==> src/rtl/nibble_serial_adder.sv <==
// Multi-cycle adder: sums two WIDTH-bit operands one nibble per clock through a
// single 4-bit add slice, with the inter-nibble carry held in a register.
module nibble_serial_adder #(
  parameter int WIDTH = 16
) (
  input  logic             clk,
  input  logic             rst_n,
  input  logic             start,
  input  logic [WIDTH-1:0] a,
  input  logic [WIDTH-1:0] b,
  input  logic             ci,
  output logic             busy,
  output logic             done,
  output logic [WIDTH-1:0] sum,
  output logic             co
);

  localparam int N  = WIDTH / 4;
  localparam int KW = (N > 1) ? $clog2(N) : 1;
  localparam logic [KW-1:0] K_LAST = KW'(N - 1);

  typedef enum logic [1:0] {
    IDLE = 2'd0,
    RUN  = 2'd1,
    DONE = 2'd2
  } state_t;

  state_t           state_q;
  logic [WIDTH-1:0] a_q;
  logic [WIDTH-1:0] b_q;
  logic [WIDTH-1:0] psum_q;
  logic [WIDTH-1:0] sum_q;
  logic             carry_q;
  logic             co_q;
  logic             busy_q;
  logic             done_q;
  logic [KW-1:0]    k_q;

  logic [4:0]       slice_d;
  logic [WIDTH-1:0] psum_d;

  assign slice_d = {1'b0, a_q[3:0]} + {1'b0, b_q[3:0]} + {4'b0000, carry_q};
  // Each new nibble enters at the top, so after N cycles nibble 0 sits at the bottom.
  assign psum_d  = {slice_d[3:0], psum_q[WIDTH-1:4]};

  always_ff @(posedge clk or negedge rst_n) begin
    if (!rst_n) begin
      state_q <= IDLE;
      a_q     <= '0;
      b_q     <= '0;
      psum_q  <= '0;
      sum_q   <= '0;
      carry_q <= 1'b0;
      co_q    <= 1'b0;
      busy_q  <= 1'b0;
      done_q  <= 1'b0;
      k_q     <= '0;
    end else begin
      done_q <= 1'b0;
      case (state_q)
        IDLE, DONE: begin
          if (start) begin
            a_q     <= a;
            b_q     <= b;
            carry_q <= ci;
            psum_q  <= '0;
            k_q     <= '0;
            busy_q  <= 1'b1;
            state_q <= RUN;
          end else begin
            state_q <= IDLE;
          end
        end
        RUN: begin
          a_q     <= a_q >> 4;
          b_q     <= b_q >> 4;
          psum_q  <= psum_d;
          carry_q <= slice_d[4];
          k_q     <= k_q + 1'b1;
          if (k_q == K_LAST) begin
            sum_q   <= psum_d;
            co_q    <= slice_d[4];
            busy_q  <= 1'b0;
            done_q  <= 1'b1;
            state_q <= DONE;
          end
        end
        default: begin
          busy_q  <= 1'b0;
          state_q <= IDLE;
        end
      endcase
    end
  end

  assign busy = busy_q;
  assign done = done_q;
  assign sum  = sum_q;
  assign co   = co_q;

endmodule
==> config.mk <==
export PLATFORM = sky130hd
export DESIGN_NAME = nibble_serial_adder
export DESIGN_NICKNAME = d
export VERILOG_FILES = /design/src/rtl/nibble_serial_adder.sv
export SDC_FILE = /design/constraint.sdc
export NUM_CORES = 1
export LEC_CHECK = 0
export ABC_AREA = 1
export BUFFER_PORTS_ARGS = -buffer_cell sky130_fd_sc_hd__buf_2
export CELL_PAD_IN_SITES_DETAIL_PLACEMENT = 0
export CELL_PAD_IN_SITES_GLOBAL_PLACEMENT = 1
export CORE_AREA = 2 2 81 83
export CTS_BUF_LIST = sky130_fd_sc_hd__clkbuf_8
export CTS_CLUSTER_DIAMETER = 150
export DETAILED_ROUTE_END_ITERATION = 10
export DIE_AREA = 0 0 83 85
export PLACE_DENSITY = 0.83
export SYNTH_ARGS = -nofsm -noshare
export SYNTH_HDL_FRONTEND = slang
export SYNTH_SLANG_ARGS = --single-unit
==> constraint.sdc <==
create_clock -name clk -period 3.7 [get_ports clk]
set_input_delay 0.555 -clock clk [delete_from_list [all_inputs] [get_ports clk]]
set_output_delay 0.555 -clock clk [all_outputs]
set_load 0.01 [all_outputs]
==> impl_metrics.tcl <==
set metrics [dict create \
    run_status "completed" \
    power_mw 3.35 \
    max_freq_mhz 498 \
    finalSetupViolCount 0 \
    numPortBuffers 54 \
    clk_path_buf_depth 2 \
    grt_pass1_vias 2001 \
    io_pins 55 \
    diodes 0 \
    skew_ps 9.19 \
    grt_max_degree 44 \
    synth-seq-cells 68 \
    worstSetupPathType "reg -> reg" \
    syn_avg_cell_area_um2 9.85 \
    netlist_instances 289 \
    drt-pass1-iter-count 4 \
    cp.arrival_ps 2240 \
    final_cell_mix "dfrtp_1 (68), buf_2 (54), nand2_1 (46)" \
    p_seq_share_pct 38.2 \
    vias 2115 \
    r2r_start "state_q[0]" \
    pwr-share-comb_pct 39.4 \
    avgViaCountPerCell 5.01 \
    synthesis.nets 331 \
    period_minus_slack_ps 2010 \
    grt_pass1_wl_mm 9.53 \
    mostFrequentLayoutCell "dfrtp_1" \
    yosys.area.top_type "dfrtp_1" \
    clk_pin_slew_ps 70 \
    seq_area_um2 1700 \
    drive_above_1_share_pct 22.0 \
    dp.final_hpwl_mm 3.72 \
    cts_tree "built" \
    ctsResizeCount 0 \
    cts.sinks 68 \
    root_buffer "clkbuf_8" \
    ys_warn_count 0 \
    syn2layout_area_growth_pct 17.8 \
    multiInputGateArea_um2 908 \
    dpl.cell_count 406 \
    synthDistinctLibCells 18 \
    crit_start "state_q[0]" \
    drtIter0Drc 76 \
    postRouteAntennaNets 0 \
    totalWireLength_mm 5.67 \
    rsz0062_at_grt "false" \
    cts_inserted_buffers 9 \
    dieArea_um2 7060 \
    instances_no_fill 422 \
    rows 29 \
    worst_pin_slew_ps 865 \
    netlist_area_um2 2850 \
    fin_crit_sh_pct 54.3 \
    power_density_nw_per_um2 1000 \
    antenna_found_initial 0 \
    cts_setup_buffers 0 \
    max_slew_margin_pct 42.3 \
    clkPwrFrac_pct 22.4 \
    crit_path_end_kind "flip-flop" \
    initial_utilization_pct 45.9 \
    start_kind "flip-flop" \
    die_w_um 83 \
    clock_latency_ps 340 \
    p_leak_nw 1.66 \
    drv_slew 0 \
    h-tree-depth 3 \
    synth_area_leaders "dfrtp_1 (60%), o22ai_1 (7.7%), nand2_1 (6.1%)" \
    power.net_switching_mw 1.29 \
    grt-ovfl-total 0 \
    hold_class "in -> async" \
    wire_per_inst_um 13.4 \
    fillCellCount 569 \
    synth.top_cell.area_share_pct 59.8 \
    nets 382 \
    critPathMaxFanout 38 \
    power.internal_mw 2.07 \
    core_area_um2 6200 \
    ctsHoldBuffers 0 \
    place_congestion 0.725 \
    setup_tns_ps 0 \
    netSwitchingFraction_pct 38.4 \
    drc 0 \
    crit_required_ps 3930 \
    seq_area_frac_synth_pct 59.8 \
    ir_worst_vdd_mv 0.410 \
    groute.usage.overall_pct 16.8 \
    die_h_um 85 \
    hold_viol 0 \
    max-cap-violations 0 \
]
==> final timing paths <==
| check | to | slack [ps] | depth (start not counted) |
|---|---|---|---|
| setup / recovery | sum[15] | 1690 | 6 |
| hold / removal | sum[4] | 330 | 1 |
| setup reg to reg | sum[15] | 1690 | 6 |
| hold reg to reg | busy | 470 | 2 |
| max in group asynchronous | carry_q | 2460 | 2 |
| min in group clk | b_q[13] | 430 | 3 |
==> critical path, cell delays in order, from the launching register on <==
cell and delay (ps):
dfrtp_1 400, nand2_2 540, inv_1 150, nand2_2 460, inv_1 170, nand3_1 120, nand2_1 50
==> layer usage <==
metal	vias to the layer above	track usage, %	routed length (um)
met1	989	25.2	2870
met2	51	24.0	2430
met5	-	0	0
li1	1067	-	-
met3	8	4.86	300
met4	0	4.92	68
==> power by group through the flow <==
stage	clock [mW]	combinational, mW	sequential [mW]
floorplan	0	1.06	1.29
finish	0.751	1.32	1.28
detailed placement	0	1.33	1.29
global placement	0	1.29	1.28
global route	0.804	1.50	1.32
CTS	0.764	1.33	1.29
==> kinds of logic after synthesis <==
| logic type | after synthesis | share of synthesized area [%] |
|---|---|---|
| xor+xnor | 1 | 0.308 |
| fa+ha+maj | 6 | 3.16 |
| simple gates | 107 | 16.2 |
| buf+inv | 46 | 8.31 |
| flops | 68 | 59.8 |
| compound gates | 61 | 12.3 |
==> synth_stat cells (all sizes together) <==
library cell  number
inv               30
nand2             50
nand3              7
ha                 4
dfrtp             68
o21ai             23
nor3              24
nor2              26
xnor2              1
a21oi              3
buf               16
fa                 2
o22ai             35
==> sequential cells by signal, indices dropped and copies added (netlist names) <==
| register | flops |
|---|---|
| a_q | 16 |
| b_q | 16 |
| sum | 16 |
| psum_q | 12 |
| k_q | 2 |
| state_q | 2 |
| busy | 1 |
| carry_q | 1 |
| co | 1 |
| done | 1 |
==> stage by stage <==
stage	hold slack, ps	setup slack [ps]	util (%)	cell area, um^2
2_1_floorplan	259	2070	-	2850
3_3_place_gp	459	1740	50.0	3100
3_5_place_dp	461	1710	50.0	3100
4_1_cts	361	1690	54.1	3350
5_1_grt	418	1520	54.1	3350
6_report	328	1690	54.1	3350
==> final cells by class <==
class | count | area share [%]
tap | 77 | 2.87
multi-input combinational | 175 | 27.1
clock inverter | 5 | 2.95
clock buffer | 11 | 4.51
timing repair buffer | 56 | 8.50
inverter | 30 | 3.36
sequential | 68 | 50.7
Note: power is estimated with default switching activity, not from simulation.
